File: src/rtl/dec_gpr_wb_arb.sv
// dec_gpr_wb_arb: GPR writeback arbiter (ALU vs buffered FPU) with an FPU-destination busy scoreboard.
// Latency: ALU accept -> wen0 next cycle; FPU push -> wen0 two cycles later (one when bypassing an empty FIFO).
// Backpressure: fpu_ready drops while the FIFO is full; alu_ready drops only while a full FIFO drains its head.
// Optional feature macro: WB_BYPASS_EN (empty-FIFO FPU bypass). Default build has it disabled.

// Generic circular-buffer FIFO used to hold FPU results.
// Caller never pushes when full nor pops when empty; head_dat_o is valid whenever cnt_o != 0.
// DEPTH must be a power of two so the pointers wrap naturally.
module dec_gpr_wb_fifo #(
  parameter int WIDTH = 37,
  parameter int DEPTH = 4
) (
  input  logic                     clk,
  input  logic                     rst,
  input  logic                     push_vld_i,
  input  logic [WIDTH-1:0]         push_dat_i,
  input  logic                     pop_vld_i,
  output logic [WIDTH-1:0]         head_dat_o,
  output logic [$clog2(DEPTH):0]   cnt_o
);

  localparam int AW = $clog2(DEPTH);
  localparam int CW = AW + 1;

  logic [WIDTH-1:0] mem_q [DEPTH];
  logic [AW-1:0]    wr_ptr_q;
  logic [AW-1:0]    rd_ptr_q;
  logic [CW-1:0]    cnt_q;

  // Storage: written at the tail; contents are only observed through cnt_q, so no reset is needed.
  always_ff @(posedge clk) begin
    if (push_vld_i) begin
      mem_q[wr_ptr_q] <= push_dat_i;
    end
  end

  // Pointers and occupancy; a simultaneous push and pop leaves the count unchanged.
  always_ff @(posedge clk or posedge rst) begin
    if (rst) begin
      wr_ptr_q <= '0;
      rd_ptr_q <= '0;
      cnt_q    <= '0;
    end else begin
      if (push_vld_i) begin
        wr_ptr_q <= wr_ptr_q + AW'(1);
      end
      if (pop_vld_i) begin
        rd_ptr_q <= rd_ptr_q + AW'(1);
      end
      case ({push_vld_i, pop_vld_i})
        2'b10:   cnt_q <= cnt_q + CW'(1);
        2'b01:   cnt_q <= cnt_q - CW'(1);
        default: cnt_q <= cnt_q;
      endcase
    end
  end

  assign head_dat_o = mem_q[rd_ptr_q];
  assign cnt_o      = cnt_q;

endmodule

module dec_gpr_wb_arb #(
  parameter int XLEN       = 32,
  parameter int FIFO_DEPTH = 4
) (
  input  logic                          clk,
  input  logic                          rst,
  input  logic                          alu_valid,
  output logic                          alu_ready,
  input  logic [4:0]                    alu_waddr,
  input  logic [XLEN-1:0]               alu_wd,
  input  logic                          fpu_valid,
  output logic                          fpu_ready,
  input  logic [4:0]                    fpu_waddr,
  input  logic [XLEN-1:0]               fpu_wd,
  input  logic                          sb_set,
  input  logic [4:0]                    sb_set_addr,
  input  logic [4:0]                    chk_addr0,
  input  logic [4:0]                    chk_addr1,
  output logic                          chk_busy0,
  output logic                          chk_busy1,
  output logic                          wen0,
  output logic [4:0]                    waddr0,
  output logic [XLEN-1:0]               wd0,
  output logic [$clog2(FIFO_DEPTH):0]   fifo_cnt
);

  localparam int CW = $clog2(FIFO_DEPTH) + 1;
  localparam int EW = 5 + XLEN;
  localparam logic [CW-1:0] DEPTH_C = CW'(FIFO_DEPTH);

  // FIFO interface
  logic            fifo_full;
  logic            fifo_empty;
  logic            fifo_push;
  logic            fifo_pop;
  logic [EW-1:0]   fifo_head_dat;
  logic [4:0]      head_addr;
  logic [XLEN-1:0] head_wd;

  // Selection
  logic            sel_fifo;
  logic            sel_alu;
  logic            sel_byp;
  logic            sel_vld;
  logic            sel_fpu;
  logic [4:0]      sel_addr;
  logic [XLEN-1:0] sel_wd;

  // Registered write port
  logic            wen_q;
  logic            wen_d;
  logic [4:0]      waddr_q;
  logic [4:0]      waddr_d;
  logic [XLEN-1:0] wd_q;
  logic [XLEN-1:0] wd_d;

  // Busy scoreboard; bit 0 stands for x0 and is held at zero so it never reports a hazard.
  logic [31:0]     sb_q;
  logic [31:0]     sb_d;

  dec_gpr_wb_fifo #(
    .WIDTH (EW),
    .DEPTH (FIFO_DEPTH)
  ) u_fpu_fifo (
    .clk        (clk),
    .rst        (rst),
    .push_vld_i (fifo_push),
    .push_dat_i ({fpu_waddr, fpu_wd}),
    .pop_vld_i  (fifo_pop),
    .head_dat_o (fifo_head_dat),
    .cnt_o      (fifo_cnt)
  );

  assign fifo_full  = (fifo_cnt == DEPTH_C);
  assign fifo_empty = (fifo_cnt == '0);
  assign head_addr  = fifo_head_dat[EW-1:XLEN];
  assign head_wd    = fifo_head_dat[XLEN-1:0];

  assign fpu_ready  = ~fifo_full;
  assign alu_ready  = ~fifo_full;

  // Source selection: a full FIFO pre-empts the ALU so FPU results cannot stall forever,
  // otherwise the ALU wins and the FIFO drains in ALU-idle cycles.
  always_comb begin
    sel_fifo = fifo_full | (~alu_valid & ~fifo_empty);
    sel_alu  = alu_valid & ~fifo_full;
`ifdef WB_BYPASS_EN
    sel_byp  = fifo_empty & ~alu_valid & fpu_valid;
`else
    sel_byp  = 1'b0;
`endif
    sel_vld  = sel_fifo | sel_alu | sel_byp;
    sel_fpu  = sel_fifo | sel_byp;
    sel_addr = '0;
    sel_wd   = '0;
    if (sel_fifo) begin
      sel_addr = head_addr;
      sel_wd   = head_wd;
    end else if (sel_alu) begin
      sel_addr = alu_waddr;
      sel_wd   = alu_wd;
    end else if (sel_byp) begin
      sel_addr = fpu_waddr;
      sel_wd   = fpu_wd;
    end
    // A bypassed result is consumed directly and never enters the FIFO.
    fifo_push = fpu_valid & ~fifo_full & ~sel_byp;
    fifo_pop  = sel_fifo;
  end

  // Next write-port value: x0 targets are consumed but never written; address/data hold when idle.
  always_comb begin
    wen_d   = sel_vld & (sel_addr != 5'd0);
    waddr_d = waddr_q;
    wd_d    = wd_q;
    if (wen_d) begin
      waddr_d = sel_addr;
      wd_d    = sel_wd;
    end
  end

  // Registered GPR write port; reset drops any in-flight write.
  always_ff @(posedge clk or posedge rst) begin
    if (rst) begin
      wen_q   <= 1'b0;
      waddr_q <= '0;
      wd_q    <= '0;
    end else begin
      wen_q   <= wen_d;
      waddr_q <= waddr_d;
      wd_q    <= wd_d;
    end
  end

  // Scoreboard update: clear on the FPU write being registered, then apply issue set so set wins.
  always_comb begin
    sb_d = sb_q;
    if (sel_fpu && (sel_addr != 5'd0)) begin
      sb_d[sel_addr] = 1'b0;
    end
    if (sb_set && (sb_set_addr != 5'd0)) begin
      sb_d[sb_set_addr] = 1'b1;
    end
    sb_d[0] = 1'b0;
  end

  // Scoreboard state; reset forgets all outstanding FPU destinations.
  always_ff @(posedge clk or posedge rst) begin
    if (rst) begin
      sb_q <= '0;
    end else begin
      sb_q <= sb_d;
    end
  end

  assign chk_busy0 = sb_q[chk_addr0];
  assign chk_busy1 = sb_q[chk_addr1];

  assign wen0   = wen_q;
  assign waddr0 = waddr_q;
  assign wd0    = wd_q;

endmodule

File: config.mk
export PLATFORM = sky130hd
export DESIGN_NAME = dec_gpr_wb_arb
export DESIGN_NICKNAME = d
export VERILOG_FILES = /design/src/rtl/dec_gpr_wb_arb.sv
export SDC_FILE = /design/constraint.sdc
export NUM_CORES = 1
export LEC_CHECK = 0
export BUFFER_PORTS_ARGS = -buffer_cell sky130_fd_sc_hd__buf_2
export CORE_MARGIN = 2
export CORE_UTILIZATION = 57
export CTS_CLUSTER_SIZE = 25
export DETAILED_ROUTE_END_ITERATION = 8
export PLACE_DENSITY = 0.77
export SYNTH_ARGS = -nofsm -noshare
export SYNTH_HDL_FRONTEND = slang
export SYNTH_HIERARCHICAL = 1
export SYNTH_SLANG_ARGS = --single-unit
File: constraint.sdc
create_clock -name clk -period 3.4 [get_ports clk]
set_input_delay 0 -clock clk [delete_from_list [all_inputs] [get_ports clk]]
set_output_delay 0 -clock clk [all_outputs]
set_load 0.02 [all_outputs]
==> results of run 1 <==
layout make-up:
type                    count  area, um2  area share [%]
flip-flops and latches    224       6350            53.3
multi-input cells         278       2910            24.5
clock buffers              33        642            5.39
inverters                  12       45.0           0.378
clock inverters             6       40.0           0.336
well taps                 220        275            2.31
repair buffers            236       1650            13.8
cells in the final DEF (no fill, tap or decap), drive strengths merged, types with 4 or more instances in the layout:
cell type,n
buf,153
edfxtp,148
dlygate4sd3,83
dfrtp,76
mux4,55
o21ai,41
mux2,37
a22o,34
clkbuf,33
nand2,29
o31ai,12
inv,12
nand3,9
and2,6
clkinv,6
ha,5
nand3b,4
nor2,4
final timing paths:
check                                               to              startpoint  cells after the start
worst max-delay path                           wd0[31]  u_fpu_fifo/rd_ptr_q[0]                      6
worst min-delay path            u_fpu_fifo/rd_ptr_q[0]                     rst                      3
max in group asynchronous                      wd0[15]                     rst                      4
worst max register to register                 wd0[31]  u_fpu_fifo/rd_ptr_q[0]                      6
min in group clk                u_fpu_fifo/wr_ptr_q[0]               fpu_valid                      3
worst min register to register                 wd0[27]                 wd0[27]                      1
report_power, final:
part           leakage (nW)  internal, mW  switching (mW)
logic                  2.02          1.67            1.90
registers              2.27          3.77           0.479
clock network         0.338          1.31           0.953
total                  4.63          6.74            3.33
layer usage:
| layer | part of all wire [%] | vias to the layer above |
|---|---|---|
| met3 | 6.5 | 53 |
| met2 | 53 | 274 |
| met4 | 2.6 | 0 |
| met1 | 38 | 3028 |
| met5 | 0 | - |
| li1 | - | 2642 |
critical path, delay by kind of cell, from the launching register on:
| kind | cells | cell delay (ps) |
|---|---|---|
| flops | 1 | 460 |
| simple gates | 1 | 290 |
| mux | 2 | 1000 |
| buf+inv | 2 | 600 |
| compound gates | 1 | 290 |
metrics by stage:
stage / instances / utilization, % / total power [mW] / worst slack [ps]
6_report: 1009 / 72.6 / 10.1 / 613
5_1_grt: 1009 / 72.6 / 10.6 / 491
4_1_cts: 1009 / 72.6 / 10.1 / 596
3_5_place_dp: 887 / 63.4 / 7.77 / 601
3_3_place_gp: 887 / 63.4 / 7.59 / 708
2_1_floorplan: 540 / - / 6.70 / 836
flip-flops by register name, summed over array words and instances, names as in the netlist:
name                 cells
wd0                     32
u_fpu_fifo/rd_ptr_q      2
waddr0                   5
u_fpu_fifo/cnt_o         3
u_fpu_fifo/wr_ptr_q      2
wen0                     1
sb_q                    31
u_fpu_fifo/mem_q       148
what timing repair did:
action,CTS,global route
hold buffers,83,0
hold endpoints to repair,272,0
setup endpoints to repair,0,0
logic make-up (layout without fill, tap and decap cells):
| family | after synthesis | in the layout |
|---|---|---|
| buf+inv | 38 | 287 |
| fa+ha+maj | 6 | 6 |
| mux | 92 | 92 |
| xor+xnor | 6 | 6 |
| compound gates | 110 | 110 |
| simple gates | 64 | 64 |
| flops | 224 | 224 |
==> flow_summary_export.csv, run 1 <==
group,metric,value,unit
run_status,outcome,"finished, final reports clean",
critical_path,cp_cell_sequence,"buf_4 > mux4_2 > a22o_1 > nor3_4 > buf_12 > mux2_2",
cts,cts_max_level,1,
detailed_routing,postRouteAntennaNets,0,
critical_path,slowest_stage,"mux4_2",
logic_synthesis,synth_warnings,6,
logic_synthesis,synth.avg_cell_area,17.5,um2
logic_synthesis,synthAdderAreaFrac,0.874,%
detailed_routing,drc,0,
power_and_ir_drop,vdd_drop_max,0.517,mV
timing,skew,11.0,ps
cts,cts_buffer_depth,3,
floorplan,io_pins,139,
detailed_routing,via_per_inst,5.94,
critical_path,reg2reg_slack,610,ps
floorplan,floorplan.initialDensity,57.6,%
placement,io_buffer_count,138,
placement,routabilityCongestion,0.867,
cts,cts_sinks,224,
timing,rsz0062_at_grt,"no",
grt,grt_first_pass_wirelength,34.2,mm
logic_synthesis,synth_compound_area_share,8.22,%
grt,grt-ovfl-total,0,
cts,ctsResizeCount,0,
critical_path,worstSetupPathType,"reg2reg",
logic_synthesis,synth_top_area_share,47.0,%
logic_synthesis,synth_mux_area_share,17.5,%
timing,fin_hold_ws,10.4,ps
floorplan,fp.dieW,133,um
floorplan,fp-row-count,47,
cts,root_buffer,"clkbuf_16",
grt,antenna_found_initial,0,
power_and_ir_drop,leakagePower,4.63,nW
floorplan,fp.dieArea,17600,um2
min_path,holdCritPathClass,"in2async",
timing,relSlewSlack,24.8,%
critical_path,slowest_delay,630,ps
critical_path,crit_path_start_kind,"flip-flop",
detailed_routing,routedWlPerCell,21.2,um
timing,final.setup.tns,0,ps
power_and_ir_drop,cellPowerDensity,845,nW/um2
cells_and_area,area_delta_synth_final,26.1,%
critical_path,critical_path_peak_fanout,35,
cells_and_area,design_area,11900,um2
logic_synthesis,synth_top_family_by_area,"multiplexers",
timing,final_hold_viol_count,0,
grt,grt_pass1_vias,6533,
logic_synthesis,synth-xor-area-share,0.556,%
timing,finalSetupViolCount,0,
grt,use_met3,3.95,%
detailed_routing,first_iter_violations,386,
cells_and_area,finish.net_count,874,
critical_path,end_kind,"flip-flop",
timing,fmax,359,MHz
timing,final_max_slew_viol_count,0,
placement,place_area,10400,um2
detailed_routing,drt_pass1_iterations,6,
cts,cts_tree,"done",
logic_synthesis,synth-edff-count,148,
grt,grt_max_degree,53,
floorplan,core,16400,um2
detailed_routing,num_vias,5997,
logic_synthesis,synth.distinct_cells,44,
critical_path,required,3780,ps
grt,track_usage,25.0,%
cts,cts_buffers,22,
grt,met1_usage,31.4,%
critical_path,arrival,3170,ps
cells_and_area,fillers,999,
cells_and_area,post_route_cells_drive_above_1_share,35.1,%
timing,period_share,82.0,%
logic_synthesis,yosys.area_share.simple,3.51,%
logic_synthesis,synth.most_common_cell,"edfxtp_1",
timing,worst_pin_slew,1130,ps
placement,place_hpwl,13.8,mm
cts,cts_setup_buffers,0,
logic_synthesis,synthTopCellsByArea,"edfxtp_1 47%, dfrtp_1 20%, mux4_2 13%, a22o_1 3.2%, mux2_2 2.7%",
logic_synthesis,yosysTopAreaCell,"edfxtp_1",
logic_synthesis,mappedNetlistNets,640,
floorplan,die_height,133,um
logic_synthesis,ys_seq_area_share,67.2,%
logic_synthesis,synthArstFlopShare,33.9,%
cts,insertion_delay,500,ps
logic_synthesis,ys_ff_latch,224,
cts,clk_pin_slew,60,ps
run,max_cap_viol_count,0,
logic_synthesis,ys_top_cells_by_count,"148 x edfxtp_1, 76 x dfrtp_1, 55 x mux4_2, 41 x o21ai_0, 34 x a22o_1",
detailed_routing,drt-total-wl,21.4,mm
logic_synthesis,syn_area,9450,um2
cells_and_area,diodes,0,
grt,top_usage_layer,"met2",
logic_synthesis,netlist_instances,540,
logic_synthesis,synthFlopType,"edfxtp_1",
timing,min_period,2790,ps
grt,use_met2,44.5,%
(Power assumes the default switching activity.)
==> run 2: changes to the inputs <==
- CORE_UTILIZATION: 57 -> 51
- PLACE_DENSITY: 0.77 -> 0.72
- clock period: 3.4 -> 2.55 ns (I/O delays scaled with it)
==> run 2 against run 1 <==
  * The flow now finishes with violations (DRC)
  * Worst hold slack worse by 8.4 ps
  * Global-route usage is 2.2 points lower
  * Clock skew grew 4.4 ps
  * Sequential share of layout area shrank 0.78 points
  * Critical path depth increased by 2
  * Design area is 1.5% higher
  * Power rose by 38%
  * Sequential power grew 33%
  * Largest cell class unchanged
==> flow_summary_export.csv, run 2 (same netlist as run 1, synthesis figures left out) <==
group,metric,value,unit
critical_path,crit_path_start_kind,"flip-flop",
power_and_ir_drop,vdd_drop_max,0.830,mV
grt,grt_max_degree,38,
power_and_ir_drop,p_clk_share,23.5,%
floorplan,core,18100,um2
cells_and_area,post_route_cells_drive_above_1_share,35.6,%
timing,final.setup.tns,0,ps
critical_path,reg2reg_slack,110,ps
floorplan,io_pins,139,
critical_path,critical_path_peak_fanout,16,
power_and_ir_drop,netSwitchingFraction,32.9,%
cts,cts_tree,"done",
detailed_routing,drc,6,
run,max_cap_viol_count,0,
cells_and_area,finish.net_count,886,
critical_path,required,2940,ps
power_and_ir_drop,cellPowerDensity,1150,nW/um2
timing,period_share,95.7,%
placement,place_hpwl,14.0,mm
power_and_ir_drop,power.switching,4.56,mW
detailed_routing,postRouteAntennaNets,0,
power_and_ir_drop,internal_power,9.32,mW
critical_path,end_kind,"flip-flop",
detailed_routing,via_per_inst,5.88,
cells_and_area,top_register,"u_fpu_fifo/mem_q",
timing,min_period,2440,ps
detailed_routing,drt_pass1_iterations,8,
floorplan,floorplan.initialDensity,52.2,%
cts,insertion_delay,510,ps
min_path,holdCritPathClass,"in2async",
detailed_routing,drt-total-wl,22.3,mm
grt,grt_first_pass_wirelength,35.0,mm
critical_path,arrival,2830,ps
cts,cts_buffer_depth,3,
timing,worst_pin_slew,1110,ps
timing,fin_hold_ws,2.07,ps
timing,skew,15.4,ps
power_and_ir_drop,seqPwrFrac,40.5,%
power_and_ir_drop,combinationalPowerShare,36.1,%
floorplan,fp.dieArea,19600,um2
detailed_routing,num_vias,6072,
timing,finalSetupViolCount,0,
detailed_routing,routedWlPerCell,21.6,um
cts,cts_buffers,23,
timing,final_max_slew_viol_count,0,
run_status,outcome,"finished with violations",
cts,cts_sinks,224,
cells_and_area,largest_reg_flops,148,
timing,final_hold_viol_count,0,
grt,grt-ovfl-total,0,
cells_and_area,area_delta_synth_final,28.0,%
cts,root_buffer,"clkbuf_16",
cts,cts_max_level,1,
grt,grt_pass1_vias,6572,
placement,io_buffer_count,138,
grt,track_usage,22.8,%
cells_and_area,final_common_cell,"edfxtp_1",
grt,antenna_found_initial,3,
power_and_ir_drop,leakagePower,4.70,nW
floorplan,die_height,140,um
detailed_routing,first_iter_violations,434,
placement,place_area,10400,um2
cts,clk_pin_slew,60,ps
cells_and_area,design_area,12100,um2
floorplan,fp-row-count,49,
critical_path,worstSetupPathType,"reg2reg",
timing,fmax,410,MHz
timing,relSlewSlack,26.3,%
floorplan,fp.dieW,140,um
cells_and_area,final_cell_mix,"148 x edfxtp_1, 138 x buf_2, 86 x dlygate4sd3_1, 72 x dfrtp_1, 55 x mux4_2",
placement,routabilityCongestion,0.873,
run_status,violations,"DRC",
-- run 2: changes by cell type in the layout (fill, tap and decap cells not counted), moves of 2 or more --
cell	delta
dfrtp_2	+2
diode_2	+3
dfrtp_1	-2
clkbuf_16	+2
dlygate4sd3_1	+3
bufinv_16	+2
clkbuf_1	+2
inv_2	-2
buf_4	+6
clkbuf_8	-3
-- run 2: stage by stage --
step                power (mW)  utilization [%]  instances  worst slack, ps
floorplan                 8.93                -        540             68.8
global placement          10.3             57.8        899              133
detailed placement        10.5             57.8        899             29.5
CTS                       13.8             66.5       1025             26.2
global route              14.5             66.9       1033            -6.05
finish                    13.9             66.9       1033              109
-- run 2: path summary, 6_finish.rpt --
kind                                     start  cells after the start                endpoint
max                        u_fpu_fifo/cnt_o[0]                      8                 wd0[12]
min                                        rst                      3  u_fpu_fifo/rd_ptr_q[1]
max reg2reg                u_fpu_fifo/cnt_o[0]                      8                 wd0[12]
min reg2reg                            wd0[21]                      1                 wd0[21]
max in group asynchronous                  rst                      4                 wd0[26]
min in group clk                  alu_waddr[4]                      4               waddr0[4]
-- run 2: per-layer routing --
metal,vias to the layer above,track usage (%),routed length (um)
li1,2669,-,-
met1,3075,29.0,8810
met2,272,40.1,11400
met3,56,4.44,1450
met4,0,7.12,638
met5,-,0,0
-- run 2: power by group through the flow --
stage / sequential, mW / combinational [mW] / clock (mW)
final: 5.62 / 5.00 / 3.25
after global routing: 5.72 / 5.37 / 3.44
after CTS: 5.59 / 4.94 / 3.28
after detailed placement: 5.66 / 4.81 / 0
after global placement: 5.59 / 4.66 / 0
after floorplan: 5.85 / 3.08 / 0
-- run 2: timing repair --
action	in CTS	in global routing
setup buffers	0	4
hold buffers	86	0
resized for setup	0	3
endpoints found under the hold margin	290	0
endpoints found under the setup margin	0	187
-- run 2: area by class of cell --
type / instances / area (um2)
flip-flops and latches: 224 / 6350
clock inverters: 7 / 86.3
repair buffers: 247 / 1770
clock buffers: 33 / 633
fillers: 1184 / 5990
well taps: 229 / 287
inverters: 12 / 48.8
multi-input cells: 278 / 2910
diodes: 3 / 7.51
-- run 2: critical path, stage by stage (launching register included) --
cell	delay [ps]
dfrtp_2	470
nor3b_4	330
inv_4	120
and2_2	280
a22o_1	250
nor3_4	200
buf_4	170
buf_12	160
mux2_2	340
